[config.mk]
export PLATFORM = sky130hd
export DESIGN_NAME = bird_physics
export DESIGN_NICKNAME = d
export VERILOG_FILES = /design/src/rtl/bird_physics.sv
export SDC_FILE = /design/constraint.sdc
export NUM_CORES = 1
export LEC_CHECK = 0
export ABC_CLOCK_PERIOD_IN_PS = 4500
export CAP_MARGIN = 10
export CORE_MARGIN = 5
export CORE_UTILIZATION = 25
export DETAILED_ROUTE_END_ITERATION = 16
export HOLD_SLACK_MARGIN = 0.08
export SYNTH_ARGS = -nofsm -noshare
export SYNTH_HDL_FRONTEND = slang
export SYNTH_SLANG_ARGS = --single-unit
export TNS_END_PERCENT = 100
[constraint.sdc]
create_clock -name clk -period 4.5 [get_ports clk]
set_input_delay 0.9 -clock clk [delete_from_list [all_inputs] [get_ports clk]]
set_output_delay 0.9 -clock clk [all_outputs]
set_load 0.02 [all_outputs]
[src/rtl/bird_physics.sv]
// bird_physics: fixed-point vertical physics for the player bird. Integrates gravity and
// flap impulses once per physics tick and detects ceiling, floor and pipe deaths.
module bird_physics #(
   parameter int Y_WIDTH       = 11,
   parameter int FRAC_BITS     = 4,
   parameter int VEL_WIDTH     = 12,
   parameter int SCREEN_HEIGHT = 768,
   parameter int BIRD_HEIGHT   = 50,
   parameter int START_Y       = 300,
   parameter int GRAVITY       = 16,
   parameter int JUMP_VELOCITY = -240,
   parameter int MAX_FALL      = 192,
   parameter int TICK_MAX      = 800000,
   parameter int CEILING_KILLS = 1
) (
   input  logic                        clk,
   input  logic                        rst_n,
   input  logic                        game_rst,
   input  logic                        flap,
   input  logic                        pause,
   input  logic                        pipe_hit,
   output logic [Y_WIDTH-1:0]          bird_y,
   output logic signed [VEL_WIDTH-1:0] velocity,
   output logic                        collision,
   output logic [1:0]                  collision_src,
   output logic [1:0]                  state,
   output logic                        tick
);

   localparam int PW = Y_WIDTH + FRAC_BITS + 1;
   localparam int SW = ((PW > VEL_WIDTH) ? PW : VEL_WIDTH) + 1;
   localparam int XW = VEL_WIDTH + 2;
   localparam int CW = (TICK_MAX > 1) ? $clog2(TICK_MAX) : 1;

   localparam logic signed [PW-1:0]        POS_START = PW'(START_Y << FRAC_BITS);
   localparam logic signed [SW-1:0]        FLOOR     = SW'((SCREEN_HEIGHT - BIRD_HEIGHT) << FRAC_BITS);
   localparam logic signed [VEL_WIDTH-1:0] JUMP_V    = VEL_WIDTH'(JUMP_VELOCITY);
   localparam logic signed [VEL_WIDTH-1:0] MAX_V     = VEL_WIDTH'(MAX_FALL);
   localparam logic signed [XW-1:0]        GRAV      = XW'(GRAVITY);
   localparam logic signed [XW-1:0]        SUM_HI    = {3'b000, {(VEL_WIDTH-1){1'b1}}};
   localparam logic signed [XW-1:0]        SUM_LO    = {3'b111, {(VEL_WIDTH-1){1'b0}}};
   localparam logic [CW-1:0]               CNT_LAST  = CW'(TICK_MAX - 1);

   localparam logic [1:0] SRC_NONE  = 2'b00;
   localparam logic [1:0] SRC_CEIL  = 2'b01;
   localparam logic [1:0] SRC_FLOOR = 2'b10;
   localparam logic [1:0] SRC_PIPE  = 2'b11;

   typedef enum logic [1:0] {
      S_IDLE   = 2'b00,
      S_FLYING = 2'b01,
      S_DEAD   = 2'b10
   } state_e;

   state_e                        state_q, state_d;
   logic signed [PW-1:0]          pos_q, pos_d;
   logic signed [VEL_WIDTH-1:0]   vel_q, vel_d;
   logic [CW-1:0]                 cnt_q, cnt_d;
   logic                          pend_q, pend_d;
   logic                          tick_q, tick_d;
   logic                          coll_q, coll_d;
   logic [1:0]                    src_q, src_d;

   logic signed [XW-1:0]          vsum;
   logic signed [VEL_WIDTH-1:0]   vsat;
   logic signed [VEL_WIDTH-1:0]   vclamp;
   logic signed [VEL_WIDTH-1:0]   vnext;
   logic signed [SW-1:0]          pos_ext;
   logic signed [SW-1:0]          vel_ext;
   logic signed [SW-1:0]          psum;
   logic                          hit_floor;
   logic                          hit_ceil;

   // Tick arithmetic: saturate to the velocity range first, then apply terminal speed.
   always_comb begin
      vsum = {{2{vel_q[VEL_WIDTH-1]}}, vel_q} + GRAV;
      if (vsum > SUM_HI) begin
         vsat = SUM_HI[VEL_WIDTH-1:0];
      end else if (vsum < SUM_LO) begin
         vsat = SUM_LO[VEL_WIDTH-1:0];
      end else begin
         vsat = vsum[VEL_WIDTH-1:0];
      end
      vclamp    = (vsat > MAX_V) ? MAX_V : vsat;
      vnext     = (pend_q || flap) ? JUMP_V : vclamp;
      pos_ext   = {{(SW-PW){pos_q[PW-1]}}, pos_q};
      vel_ext   = {{(SW-VEL_WIDTH){vel_q[VEL_WIDTH-1]}}, vel_q};
      psum      = pos_ext + vel_ext;
      hit_floor = (psum >= FLOOR);
      hit_ceil  = psum[SW-1] || (psum == '0);
   end

   always_comb begin
      state_d = state_q;
      pos_d   = pos_q;
      vel_d   = vel_q;
      cnt_d   = cnt_q;
      pend_d  = pend_q;
      tick_d  = 1'b0;
      coll_d  = coll_q;
      src_d   = src_q;

      if (game_rst) begin
         state_d = S_IDLE;
         pos_d   = POS_START;
         vel_d   = '0;
         cnt_d   = '0;
         pend_d  = 1'b0;
         coll_d  = 1'b0;
         src_d   = SRC_NONE;
      end else begin
         case (state_q)
            S_IDLE: begin
               cnt_d  = '0;
               pend_d = 1'b0;
               if (flap) begin
                  state_d = S_FLYING;
                  vel_d   = JUMP_V;
               end
            end

            S_FLYING: begin
               pend_d = pend_q | flap;
               if (pipe_hit) begin
                  state_d = S_DEAD;
                  coll_d  = 1'b1;
                  src_d   = SRC_PIPE;
               end else if (!pause) begin
                  if (cnt_q == CNT_LAST) begin
                     cnt_d  = '0;
                     pend_d = 1'b0;
                     tick_d = 1'b1;
                     if (hit_floor) begin
                        pos_d   = FLOOR[PW-1:0];
                        vel_d   = '0;
                        state_d = S_DEAD;
                        coll_d  = 1'b1;
                        src_d   = SRC_FLOOR;
                     end else if (hit_ceil) begin
                        pos_d = '0;
                        if (CEILING_KILLS != 0) begin
                           vel_d   = '0;
                           state_d = S_DEAD;
                           coll_d  = 1'b1;
                           src_d   = SRC_CEIL;
                        end else begin
                           vel_d = vnext[VEL_WIDTH-1] ? '0 : vnext;
                        end
                     end else begin
                        pos_d = psum[PW-1:0];
                        vel_d = vnext;
                     end
                  end else begin
                     cnt_d = cnt_q + CW'(1);
                  end
               end
            end

            S_DEAD: begin
               coll_d = 1'b1;
            end

            default: begin
               state_d = S_IDLE;
            end
         endcase
      end
   end

   always_ff @(posedge clk) begin
      if (!rst_n) begin
         state_q <= S_IDLE;
         pos_q   <= POS_START;
         vel_q   <= '0;
         cnt_q   <= '0;
         pend_q  <= 1'b0;
         tick_q  <= 1'b0;
         coll_q  <= 1'b0;
         src_q   <= SRC_NONE;
      end else begin
         state_q <= state_d;
         pos_q   <= pos_d;
         vel_q   <= vel_d;
         cnt_q   <= cnt_d;
         pend_q  <= pend_d;
         tick_q  <= tick_d;
         coll_q  <= coll_d;
         src_q   <= src_d;
      end
   end

   assign bird_y        = pos_q[FRAC_BITS +: Y_WIDTH];
   assign velocity      = vel_q;
   assign collision     = coll_q;
   assign collision_src = src_q;
   assign state         = state_q;
   assign tick          = tick_q;

endmodule
==> impl_metrics.ini, run 1 <==
[logic_synthesis]
syn-num-nets = 501
synth_edf_count = 0
postSynthAreaPerCell_um2 = 7.88
yosysWarnings = 0
seq_area_frac_synth_pct = 29.4
synth_cells = 475
synthArstFlopShare_pct = 0
yosys_register_bits = 55
ys_types = 62
synthTopCellsByArea = dfxtp_1 29%, ha_1 6.4%, nor2_1 5.5%, xor2_1 4.2%, a21oi_1 4.1%
netlist.area_leader.share_pct = 29.4
synth_top_flop_cell = dfxtp_1
yosysTopAreaCell = dfxtp_1
netlist_area_mm2 = 0.00374

[floorplanning]
core-area_mm2 = 0.0146
die_w_um = 132
die_y_um = 132
num_rows = 44
start_util_pct = 25.7
die_area_mm2 = 0.0175
top_level_ports = 35

[clocking]
clkTransAtPathRegs_ps = 80
cts_resized = 0
post_cts_buffers = 0
cts_tree = built
clock-root-buffer = clkbuf_16
clk_latency_ps = 300
h-tree-depth = 2
postCtsHoldBufs = 0
cts_buffers = 5
clock_path_buffers = 2
clkSinkCount = 55

[hold_path]
hold_path_class = flop to flop

[route]
detail_route.iter0.violations = 198
vias = 3649
routedWlPerCell_um = 15.5
postRouteWirelength_um = 10500
ant_nets = 0
route.detailed.drc = 0
dr.pass1.iters = 4
vias_per_cell = 5.37

[placed_design]
hpwlAfterDp_um = 8100
gp_congestion = 0.923
port-buffer-count = 34

[grt]
gr-total-overflow = 0
grt_pass1_wl_um = 17700
grt_pass1_vias = 3510
grt_max_degree = 22
grt_usage_pct = 12.0
antenna_found_initial = 1

[power_and_ir_drop]
power_mw = 1.08
peakVddDrop_mv = 0.209
p_leak_nw = 1.65
power_density_mw_per_mm2 = 246

[final_layout]
nNetsFinal = 520
syn2layout_area_growth_pct = 16.9
fillers = 1535
final_cell_mix = 55 x nor2_1, 55 x dfxtp_1, 34 x nand2_1, 34 x clkdlybuf4s50_1, 31 x a21oi_1
drive_above_1_share_pct = 4.65
diodes = 0

[sta]
setup_viol = 0
rsz0062_at_grt = no
fin_skew_ps = 12.9
maxSlewViolCount = 0
clock.fmax_mhz = 266
period_needed_ps = 3750
period_share_pct = 83.4
tns_ps = 0
whs_ps = 489
max-slew-margin-rel_pct = 34.9
tightest_slew_ps = 976
hold_violations = 0

[critical_path]
critPathKind = flop to flop
critPathRequiredTime_ps = 4700
arrival_ps = 3950
endpoint_kind = flop
crit_fanout = 12
cp-start-kind = flop

[job]
maxCapViolCount = 0

[status]
status = completed
==> cells in the mapped netlist, types with 11 or more instances <==
master and instances:
nand3_1 21, xnor2_1 11, nor2_1 55, nand2_1 34
nor3_1 16, dfxtp_1 55, buf_4 11, ha_1 19
o21ai_0 28, clkbuf_1 15, and3_1 13, xor2_1 18
a21o_1 12, a21oi_1 31, inv_1 12
==> final timing paths <==
kind / startpoint / to / slack (ps) / cells past startpoint
max: velocity[0]$_SDFFE_PP0P_ / velocity[4]$_SDFFE_PP0P_ / 750 / 11
min: pos_q[0]$_SDFFE_PP0P_ / pos_q[0]$_SDFFE_PP0P_ / 490 / 1
max reg2reg: velocity[0]$_SDFFE_PP0P_ / velocity[4]$_SDFFE_PP0P_ / 750 / 11
min reg2reg: pos_q[0]$_SDFFE_PP0P_ / pos_q[0]$_SDFFE_PP0P_ / 490 / 1
==> stage by stage <==
| stage | util (%) | instances | setup slack, ps | cell area, µm² |
|---|---|---|---|---|
| floorplan | - | 475 | 1160 | 3740 |
| global placement | 28.8 | 671 | 900 | 4200 |
| detailed placement | 28.8 | 671 | 838 | 4200 |
| CTS | 30.0 | 679 | 773 | 4380 |
| global route | 30.0 | 679 | 459 | 4380 |
| finish | 30.0 | 679 | 747 | 4380 |
==> registers in the layout (all words and copies together), names as in the netlist <==
name           count
collision_src      2
velocity          12
tick               1
cnt_q             20
state              2
collision          1
pos_q             16
pend_q             1
==> area by class of cell <==
type                    instances  area, µm²  share of cell area [%]
clock buffers                   5        125                    2.86
inverters                      12       45.0                    1.03
well taps                     184        230                    5.26
repair buffers                 39        378                    8.63
multi-input cells             381       2450                    55.9
clock inverters                 3       50.0                    1.14
flip-flops and latches         55       1100                    25.2
==> power by group <==
group | total [mW] | internal, mW | switching, mW
clock | 0.461 | 0.269 | 0.192
combinational | 0.120 | 0.0437 | 0.0761
sequential | 0.495 | 0.490 | 0.00503
==> cell families (layout without fill, tap and decap cells) <==
kind of cell,Yosys count,after routing,synth area share (%)
simple gates,192,192,25.7
fa+ha+maj,20,20,6.89
compound gates,140,140,26.0
xor+xnor,29,29,6.78
flops,55,55,29.4
buf+inv,39,59,5.21
==> layer usage <==
| metal | GRT usage [%] | share of wire, % | up-vias |
|---|---|---|---|
| met5 | 0 | 0.076 | - |
| met4 | 2.60 | 1.0 | 2 |
| met3 | 3.21 | 6.6 | 15 |
| met2 | 19.6 | 46 | 110 |
| met1 | 15.8 | 46 | 1737 |
| li1 | - | - | 1785 |
==> worst max-delay path, stage by stage, from the launching register on <==
cell,delay [ps]
dfxtp_1,360
ha_1,250
fa_1,420
a21o_1,220
a211o_1,370
a2111oi_2,410
o21bai_1,130
or3_1,370
o21ai_2,110
o2111ai_2,390
and2_1,370
nor3_1,250
Power figures use the tool's default switching activity.
==> inputs of run 2 (changes only) <==
--- a/config.mk
+++ b/config.mk
@@ -5,7 +5,7 @@
 export SDC_FILE = /design/constraint.sdc
 export NUM_CORES = 1
 export LEC_CHECK = 0
-export ABC_CLOCK_PERIOD_IN_PS = 4500
+export ABC_CLOCK_PERIOD_IN_PS = 3400
 export CAP_MARGIN = 10
 export CORE_MARGIN = 5
 export CORE_UTILIZATION = 25
==> constraint.sdc (replaced) <==
create_clock -name clk -period 3.4 [get_ports clk]
set_input_delay 0.68 -clock clk [delete_from_list [all_inputs] [get_ports clk]]
set_output_delay 0.68 -clock clk [all_outputs]
set_load 0.02 [all_outputs]
==> run 2 against run 1 <==
Cell area up 11%. Combinational power up 77%. Setup slack worse by 640 ps. Die area unchanged. Non-clock buffer count up 45. Largest cell class unchanged. Sequential cell count unchanged. Via count up 3.8%. Clock skew down 4.5 ps. Highest routed layer is now met4. Core utilization up 3.4 points. Power up 28%. Critical path depth up 3. Register-to-register slack worse by 640 ps.
==> impl_metrics.ini, run 2 (synthesis gave the netlist of run 1 again) <==
[status]
status = completed

[placed_design]
gp_congestion = 0.893
port-buffer-count = 34
hpwlAfterDp_um = 8650
post_dp_cell_area_mm2 = 0.00450
place_inst = 711

[final_layout]
drive_above_1_share_pct = 16.5
finish.utilization_pct = 33.4
final_cell_mix = 54 x nor2_1, 52 x dfxtp_1, 47 x buf_4
final_common_cell = nor2_1
largest_reg_flops = 20
final_cells = 725
nNetsFinal = 566
seqCellArea_mm2 = 0.00111
diodes = 0
syn2layout_area_growth_pct = 30.2
largest_register = cnt_q
multi_input_area_mm2 = 0.00262
fillers = 1506
design_area_mm2 = 0.00487

[floorplanning]
num_rows = 44
core-area_mm2 = 0.0146
die_y_um = 132
top_level_ports = 35
die_w_um = 132
start_util_pct = 25.7
die_area_mm2 = 0.0175

[clocking]
h-tree-depth = 2
clock_path_buffers = 2
cts_buffers = 5
clk_latency_ps = 290
clock-root-buffer = clkbuf_16
cts_tree = built
postCtsHoldBufs = 0
clkSinkCount = 55
clkTransAtPathRegs_ps = 70

[grt]
antenna_found_initial = 0
grt_usage_pct = 12.1
met3_usage_pct = 2.56
gr-total-overflow = 0
grt_max_degree = 21
met1_usage_pct = 16.4
grt_pass1_vias = 3659
grt-busiest-layer = met2
use_met2_pct = 19.7
grt_pass1_wl_um = 18100

[sta]
rsz0062_at_grt = yes
period_share_pct = 96.8
tightest_slew_ps = 666
tns_ps = 0
period_needed_ps = 3290
fin_skew_ps = 8.50
clock.fmax_mhz = 304
max-slew-margin-rel_pct = 55.6
maxSlewViolCount = 0
hold_violations = 0
setup_viol = 0

[route]
routedWlPerCell_um = 15.4
ant_nets = 0
detail_route.iter0.violations = 253
postRouteWirelength_um = 11100
dr.pass1.iters = 5
route.detailed.drc = 0
vias_per_cell = 5.23
vias = 3789

[critical_path]
critPathMaxStageDelay_ps = 390
crit_fanout = 6
cp-start-kind = flop
cpLargestDelayFamily = compound AO/OA/AOI/OAI gates
arrival_ps = 3520
crit_chain = ha_4, fa_2, a21o_1, a211o_4, buf_4, xor2_1, buf_4, nand3_1, nand3_4, a31oi_4, o2111ai_4, buf_6, nor2_2, a22o_1
crit_path_frequent_cell = buf_4
critPathKind = flop to flop
endpoint_kind = flop
critPathRequiredTime_ps = 3630
crit_path_start = velocity[0]$_SDFFE_PP0P_
reg2reg_from = velocity[0]$_SDFFE_PP0P_
critPathBufInv = 3
slowest_stage = fa_2

[power_and_ir_drop]
peakVddDrop_mv = 0.215
power_density_mw_per_mm2 = 282
p_leak_nw = 1.87

[hold_path]
min_from = collision_src[1]$_SDFFE_PP0P_
hold_path_class = flop to flop

[job]
maxCapViolCount = 0
-- run 2: cell types whose count changed in the layout (fill, tap and decap cells not counted), moves of 2 or more --
cell        before  now
dfxtp_2          0    2
a31oi_1          5    3
buf_4            5   47
buf_6            0    3
clkinvlp_4       0    2
dfxtp_1         55   52
o21ai_4          0    2
o2111ai_4        0    2
-- run 2: layout make-up --
class	instances	area share, %
multi-input cells	382	53.7
flip-flops and latches	55	22.7
repair buffers	84	14.9
well taps	184	4.72
clock buffers	5	2.57
inverters	12	0.924
clock inverters	3	0.411
-- run 2: report_power, final --
| group | total, mW | switching (mW) | leakage, nW | internal (mW) |
|---|---|---|---|---|
| clock network | 0.510 | 0.238 | 0.0658 | 0.272 |
| registers | 0.653 | 0.00506 | 0.446 | 0.648 |
| logic | 0.212 | 0.118 | 1.36 | 0.0940 |
-- run 2: what timing repair did --
| action | in CTS | in global routing |
|---|---|---|
| resized for setup | 7 | 25 |
| pin swaps | 0 | 19 |
| endpoints found under the setup margin | 19 | 25 |
| gates cloned | 1 | 0 |
| setup buffers | 0 | 7 |
| hold endpoints to repair | 0 | 0 |
-- run 2: final timing paths --
kind	slack (ps)	cells after the start	end
max	110	14	pos_q[0]$_SDFFE_PP0P_
min	460	2	collision_src[1]$_SDFFE_PP0P_
max reg2reg	110	14	pos_q[0]$_SDFFE_PP0P_
min reg2reg	460	2	collision_src[1]$_SDFFE_PP0P_
-- run 2: stage by stage --
step / hold WS (ps) / power, mW / setup WS, ps
after detailed placement: 448 / 0.847 / -104
after global placement: 456 / 0.846 / -49.2
after floorplan: 453 / 0.774 / 57.4
final: 456 / 1.37 / 109
after CTS: 459 / 1.36 / 26.4
after global routing: 506 / 1.42 / -94.4
-- run 2: worst register-to-register path, cell delays in order (launching register included) --
cell,delay [ps]
dfxtp_4,350
ha_4,160
fa_2,390
a21o_1,200
a211o_4,380
buf_4,150
xor2_1,150
buf_4,140
nand3_1,130
nand3_4,90
a31oi_4,290
o2111ai_4,210
buf_6,200
nor2_2,220
a22o_1,170
-- run 2: metal layers --
layer  vias to the layer above  part of all wire [%]
met5                         -                     0
met1                      1782                    45
li1                       1869                     -
met2                       118                    47
met3                        20                   5.8
met4                         0                   1.8
